### src/rtl/counter_time_prog_if.sv
// Counter/timer bus: command inputs, load-time configuration and status outputs
// of the programmable period timer, grouped in one interface.
//   master : drives the commands (E, start, hold, abort) and the configuration
//            (mode_i, dir_i, limit_i); observes the status outputs.
//   slave  : the timer itself; receives the commands and configuration, drives
//            tempo, end_time, busy, done, err and laps.
interface counter_time_prog_if #(
  parameter int WIDTH = 4,
  parameter int LAP_W = 4
);
  logic             E;
  logic             start;
  logic             hold;
  logic             abort;
  logic             mode_i;
  logic             dir_i;
  logic [WIDTH-1:0] limit_i;
  logic [WIDTH-1:0] tempo;
  logic             end_time;
  logic             busy;
  logic             done;
  logic             err;
  logic [LAP_W-1:0] laps;

  modport master (
    output E, start, hold, abort, mode_i, dir_i, limit_i,
    input  tempo, end_time, busy, done, err, laps
  );

  modport slave (
    input  E, start, hold, abort, mode_i, dir_i, limit_i,
    output tempo, end_time, busy, done, err, laps
  );
endinterface

### src/rtl/counter_time_prog.sv
// Programmable period timer. Counts E strobes up or down over a run-time period
// (limit_i strobes), pulsing end_time at the end of each period, in one-shot or
// periodic mode, with hold/resume, abort and a saturating lap counter.
// Ports:
//   CLK1 : system clock, rising edge
//   R    : synchronous active-low reset
//   bus  : counter_time_prog_if.slave (commands, configuration and status)
// The interface instance must be built with the same WIDTH/LAP_W as this module.
module counter_time_prog #(
  parameter int WIDTH = 4,
  parameter int LAP_W = 4
) (
  input  logic                 CLK1,
  input  logic                 R,
  counter_time_prog_if.slave   bus
);

  typedef enum logic [1:0] {
    S_IDLE = 2'd0,
    S_RUN  = 2'd1,
    S_HOLD = 2'd2,
    S_DONE = 2'd3
  } state_t;

  state_t           state_q, state_d;
  logic [WIDTH-1:0] tempo_q, tempo_d;
  logic [WIDTH-1:0] limit_q, limit_d;
  logic [LAP_W-1:0] laps_q, laps_d;
  logic             mode_q, mode_d;
  logic             dir_q, dir_d;
  logic             end_q, end_d;
  logic             done_q, done_d;
  logic             err_q, err_d;

  logic [WIDTH-1:0] init_cur, last_cur, init_load;

  // Restart value and terminal value for the captured configuration; the load
  // path needs the restart value of the incoming configuration instead.
  always_comb begin
    init_cur  = dir_q ? (limit_q - 1'b1) : '0;
    last_cur  = dir_q ? '0 : (limit_q - 1'b1);
    init_load = bus.dir_i ? (bus.limit_i - 1'b1) : '0;
  end

  always_comb begin
    state_d = state_q;
    tempo_d = tempo_q;
    limit_d = limit_q;
    laps_d  = laps_q;
    mode_d  = mode_q;
    dir_d   = dir_q;
    done_d  = done_q;
    end_d   = 1'b0;
    err_d   = 1'b0;

    if (bus.abort) begin
      state_d = S_IDLE;
      tempo_d = '0;
      laps_d  = '0;
      done_d  = 1'b0;
    end else if (bus.start) begin
      if (state_q == S_HOLD) begin
        // Resume keeps the running configuration; limit_i is not looked at.
        state_d = S_RUN;
      end else if (bus.limit_i == '0) begin
        err_d = 1'b1;
      end else begin
        state_d = S_RUN;
        limit_d = bus.limit_i;
        mode_d  = bus.mode_i;
        dir_d   = bus.dir_i;
        tempo_d = init_load;
        laps_d  = '0;
        done_d  = 1'b0;
      end
    end else if (state_q == S_RUN) begin
      if (bus.hold) begin
        state_d = S_HOLD;
      end else if (bus.E) begin
        if (tempo_q == last_cur) begin
          tempo_d = init_cur;
          end_d   = 1'b1;
          if (laps_q != '1) laps_d = laps_q + 1'b1;
          if (!mode_q) begin
            state_d = S_DONE;
            done_d  = 1'b1;
          end
        end else if (dir_q) begin
          tempo_d = tempo_q - 1'b1;
        end else begin
          tempo_d = tempo_q + 1'b1;
        end
      end
    end
  end

  always_ff @(posedge CLK1) begin
    if (!R) begin
      state_q <= S_IDLE;
      tempo_q <= '0;
      limit_q <= '0;
      laps_q  <= '0;
      mode_q  <= 1'b0;
      dir_q   <= 1'b0;
      end_q   <= 1'b0;
      done_q  <= 1'b0;
      err_q   <= 1'b0;
    end else begin
      state_q <= state_d;
      tempo_q <= tempo_d;
      limit_q <= limit_d;
      laps_q  <= laps_d;
      mode_q  <= mode_d;
      dir_q   <= dir_d;
      end_q   <= end_d;
      done_q  <= done_d;
      err_q   <= err_d;
    end
  end

  assign bus.tempo    = tempo_q;
  assign bus.laps     = laps_q;
  assign bus.end_time = end_q;
  assign bus.done     = done_q;
  assign bus.err      = err_q;
  assign bus.busy     = (state_q == S_RUN) || (state_q == S_HOLD);

endmodule

### src/flat_wrapper.sv
// flat-port wrapper written by rule: the top's interface ports become plain ports
module counter_time_prog_flat 
#(
  parameter int WIDTH = 4,
  parameter int LAP_W = 4
)
  (CLK1, R, bus_E, bus_start, bus_hold, bus_abort, bus_mode_i, bus_dir_i, bus_limit_i, bus_tempo, bus_end_time, bus_busy, bus_done, bus_err, bus_laps);
  counter_time_prog_if #(.WIDTH(WIDTH), .LAP_W(LAP_W)) bus_i ();
  input  logic CLK1;
  input  logic R;
  input wire logic [$bits(bus_i.E)-1:0] bus_E;
  input wire logic [$bits(bus_i.start)-1:0] bus_start;
  input wire logic [$bits(bus_i.hold)-1:0] bus_hold;
  input wire logic [$bits(bus_i.abort)-1:0] bus_abort;
  input wire logic [$bits(bus_i.mode_i)-1:0] bus_mode_i;
  input wire logic [$bits(bus_i.dir_i)-1:0] bus_dir_i;
  input wire logic [$bits(bus_i.limit_i)-1:0] bus_limit_i;
  output wire logic [$bits(bus_i.tempo)-1:0] bus_tempo;
  output wire logic [$bits(bus_i.end_time)-1:0] bus_end_time;
  output wire logic [$bits(bus_i.busy)-1:0] bus_busy;
  output wire logic [$bits(bus_i.done)-1:0] bus_done;
  output wire logic [$bits(bus_i.err)-1:0] bus_err;
  output wire logic [$bits(bus_i.laps)-1:0] bus_laps;
  assign bus_i.E = bus_E;
  assign bus_i.start = bus_start;
  assign bus_i.hold = bus_hold;
  assign bus_i.abort = bus_abort;
  assign bus_i.mode_i = bus_mode_i;
  assign bus_i.dir_i = bus_dir_i;
  assign bus_i.limit_i = bus_limit_i;
  assign bus_tempo = bus_i.tempo;
  assign bus_end_time = bus_i.end_time;
  assign bus_busy = bus_i.busy;
  assign bus_done = bus_i.done;
  assign bus_err = bus_i.err;
  assign bus_laps = bus_i.laps;
  counter_time_prog #(.WIDTH(WIDTH), .LAP_W(LAP_W)) u_core (.CLK1(CLK1), .R(R), .bus(bus_i));
endmodule
### config.mk
export PLATFORM = sky130hd
export DESIGN_NAME = counter_time_prog_flat
export DESIGN_NICKNAME = d
export VERILOG_FILES = /design/src/rtl/counter_time_prog_if.sv /design/src/rtl/counter_time_prog.sv /design/src/flat_wrapper.sv
export SDC_FILE = /design/constraint.sdc
export NUM_CORES = 1
export LEC_CHECK = 0
export ABC_AREA = 1
export ABC_CLOCK_PERIOD_IN_PS = 1500
export BUFFER_PORTS_ARGS = -buffer_cell sky130_fd_sc_hd__buf_4
export CORE_UTILIZATION = 39
export DETAILED_ROUTE_END_ITERATION = 6
export PLACE_DENSITY_LB_ADDON = 0.12
export SYNTH_ARGS = -nofsm -noshare
export SYNTH_HDL_FRONTEND = slang
export SYNTH_SLANG_ARGS = --single-unit
### constraint.sdc
create_clock -name CLK1 -period 1.5 [get_ports CLK1]
set_input_delay 0.075 -clock CLK1 [delete_from_list [all_inputs] [get_ports CLK1]]
set_output_delay 0.075 -clock CLK1 [all_outputs]
set_load 0.05 [all_outputs]
==> results_dict.tcl <==
set metrics [dict create \
    status "finished with violations" \
    violations "negative setup slack" \
    start_kind "flop" \
    h-tree-depth 1 \
    p_switching_mw 0.435 \
    holdCritPathClass "input pin to flop" \
    die_x_microns 59.6 \
    drtPass1Iterations 4 \
    antenna_left 0 \
    tightest_slew_ns 0.270 \
    area_growth_pct 33.7 \
    num_io_pins 24 \
    synth_top_area_share_pct 29.4 \
    critPathKind "flop to flop" \
    drive_gt1_share_pct 33.2 \
    cts_root_buffer "clkbuf_4" \
    crit_path_end_kind "flop" \
    p_int_mw 0.804 \
    rsz0062_at_grt "true" \
    die_h_microns 59.6 \
    die-area_sq_mm 0.00355 \
    combinationalPowerShare_pct 33.9 \
    netlist_instances 186 \
    rows 20 \
    drt_iter0_drc 65 \
    final_net_count 251 \
    yosysSeqAreaShare_pct 29.4 \
    grt_usage_pct 20.4 \
    cts_tree "built" \
    synth_cell_type_count 31 \
    fin_skew_ns 0.00421 \
    cts_sinks 19 \
    yosys-top-cells-area "dfxtp_1 (29%), nand2_1 (11%), a21oi_1 (7.7%)" \
    gr-total-overflow 0 \
    p_seq_share_pct 44.4 \
    port_buffers 23 \
    synth_common_cells "nand2_1 (38), inv_1 (24), a21oi_1 (20)" \
    max-slew-margin-rel_pct 81.9 \
    slew_viol_final 0 \
    postSynthAreaPerCell_sq_um 6.95 \
    grt_pass1_vias 1262 \
    core-area_sq_mm 0.00310 \
    synthArstFlopShare_pct 0 \
    peakVddDrop_v 0.000445 \
    fin_ws_ns -0.128 \
    setup_viol 11 \
    cap_violations 0 \
    finalCriticalPeriod_ns 1.63 \
    diodes 0 \
    finalHoldViolations 0 \
    period_share_pct 109 \
    cp.arrival_ns 1.87 \
    cp_max_fo 5 \
    numCtsBuffers 3 \
    wl_per_cell_microns 11.8 \
    reg2reg_slack_ns -0.13 \
    pwr_density_cell_mw_per_mm2 717 \
    drt-vias-per-instance 4.90 \
    ys_warn_count 0 \
    start_util_pct 41.7 \
    syn_area_sq_mm 0.00129 \
    post-dp-hpwl_mm 2.46 \
    power_frac_clock_pct 21.7 \
    antenna_found_initial 0 \
    clk_latency_ns 0.30 \
    ys_ff_latch 19 \
    fmax_mhz 614 \
    synth_edf_count 0 \
    path_clk_slew_ns 0.11 \
    drc 0 \
    place_area_sq_mm 0.00165 \
    leakage_nw 0.787 \
    num_vias 1337 \
    cp.required_ns 1.74 \
    ys_dominant_reg_cell "dfxtp_1" \
    holdWs_ns 0.0332 \
    swShare_pct 35.1 \
    grt_pass1_wl_mm 5.51 \
    synth.net_count 207 \
    grt_max_degree 12 \
    gp_congestion 0.918 \
    drt-total-wl_mm 3.21 \
    synth_most_common_cell "nand2_1" \
    yosysTopAreaCell "dfxtp_1" \
    design_area_sq_mm 0.00173 \
    cts_buffer_depth 2 \
]
worst paths after layout:
kind,startpoint,end,depth (start not counted)
worst max-delay path,u_core.limit_q[0],u_core.bus.laps[1],12
worst min-delay path,R,u_core.dir_q,3
worst max register to register,u_core.limit_q[0],u_core.bus.laps[1],12
worst min register to register,u_core.bus.done,u_core.bus.done,2
cell families (layout without fill, tap and decap cells):
group | Yosys count | after routing | synth area share, %
xor+xnor | 6 | 6 | 4.65
compound gates | 38 | 38 | 15.1
fa+ha+maj | 9 | 9 | 9.29
simple gates | 85 | 85 | 32.0
flops | 19 | 19 | 29.4
buf+inv | 29 | 72 | 9.49
worst max-delay path, stage by stage, from the launching register on:
cell,delay [ns]
dfxtp_2,0.35
inv_2,0.05
ha_4,0.28
nor2_2,0.03
nand2_1,0.09
nand2_2,0.07
nor2_4,0.15
nand4_4,0.12
nand2_4,0.12
nand3_4,0.10
nand2_1,0.09
nand2_1,0.05
nor2_1,0.07
metrics by stage:
step                      setup WS [ns]  util (%)  power, mW  cells  TNS, ns
after CTS                        -0.117      55.3       1.23    273   -0.729
final                            -0.128      55.7       1.24    273   -0.949
after floorplan                 0.00715         -      0.812    186        0
after global placement          -0.0996      53.2      0.942    267   -0.386
after global routing             -0.257      55.7       1.32    273    -2.31
after detailed placement         -0.144      53.2      0.949    267   -0.961
repair_timing:
action,4_1_cts,5_1_grt
setup endpoints to repair,12,16
endpoints found under the hold margin,1,0
hold buffers,1,0
buffers inserted,1,0
gates resized for setup,8,4
pin swaps,7,3
metal layers:
layer	vias to the layer above	part of all wire, %	GRT usage, %
li1	696	-	-
met1	604	49	27.6
met2	35	48	33.5
met3	2	3.0	3.49
met4	0	0.62	5.32
met5	-	0	0
sequential cells by signal, indices dropped and copies added, names as in the netlist:
signal	cells
u_core.bus.laps	4
u_core.bus.tempo	4
u_core.limit_q	4
u_core.state_q	2
u_core.bus.done	1
u_core.bus.end_time	1
u_core.bus.err	1
u_core.dir_q	1
u_core.mode_q	1
power groups by stage:
stage / sequential, mW / clock (mW) / combinational (mW)
6_report: 0.550 / 0.269 / 0.420
5_1_grt: 0.554 / 0.306 / 0.464
4_1_cts: 0.550 / 0.276 / 0.408
3_5_place_dp: 0.560 / 0 / 0.389
3_3_place_gp: 0.559 / 0 / 0.383
2_1_floorplan: 0.579 / 0 / 0.233
layout by cell type (no fill, tap or decap), types with 4 or more instances in the layout:
cell,netlist,routed
a21oi_1,20,19
nand3_1,9,9
nand2_1,38,36
inv_1,24,22
nand4_1,6,6
nor2_1,19,17
dfxtp_2,0,7
buf_4,1,40
ha_1,8,7
o21ai_0,10,10
dfxtp_1,19,10
nand2_2,2,4
final cells by class:
cell class / count / area (sq um)
Sequential cell: 19 / 397
Multi-Input combinational cell: 138 / 836
Clock buffer: 4 / 26.3
Fill cell: 339 / 1380
Tap cell: 44 / 55.1
Inverter: 27 / 104
Timing Repair Buffer: 41 / 310
Note: power is estimated with default switching activity, not from simulation.
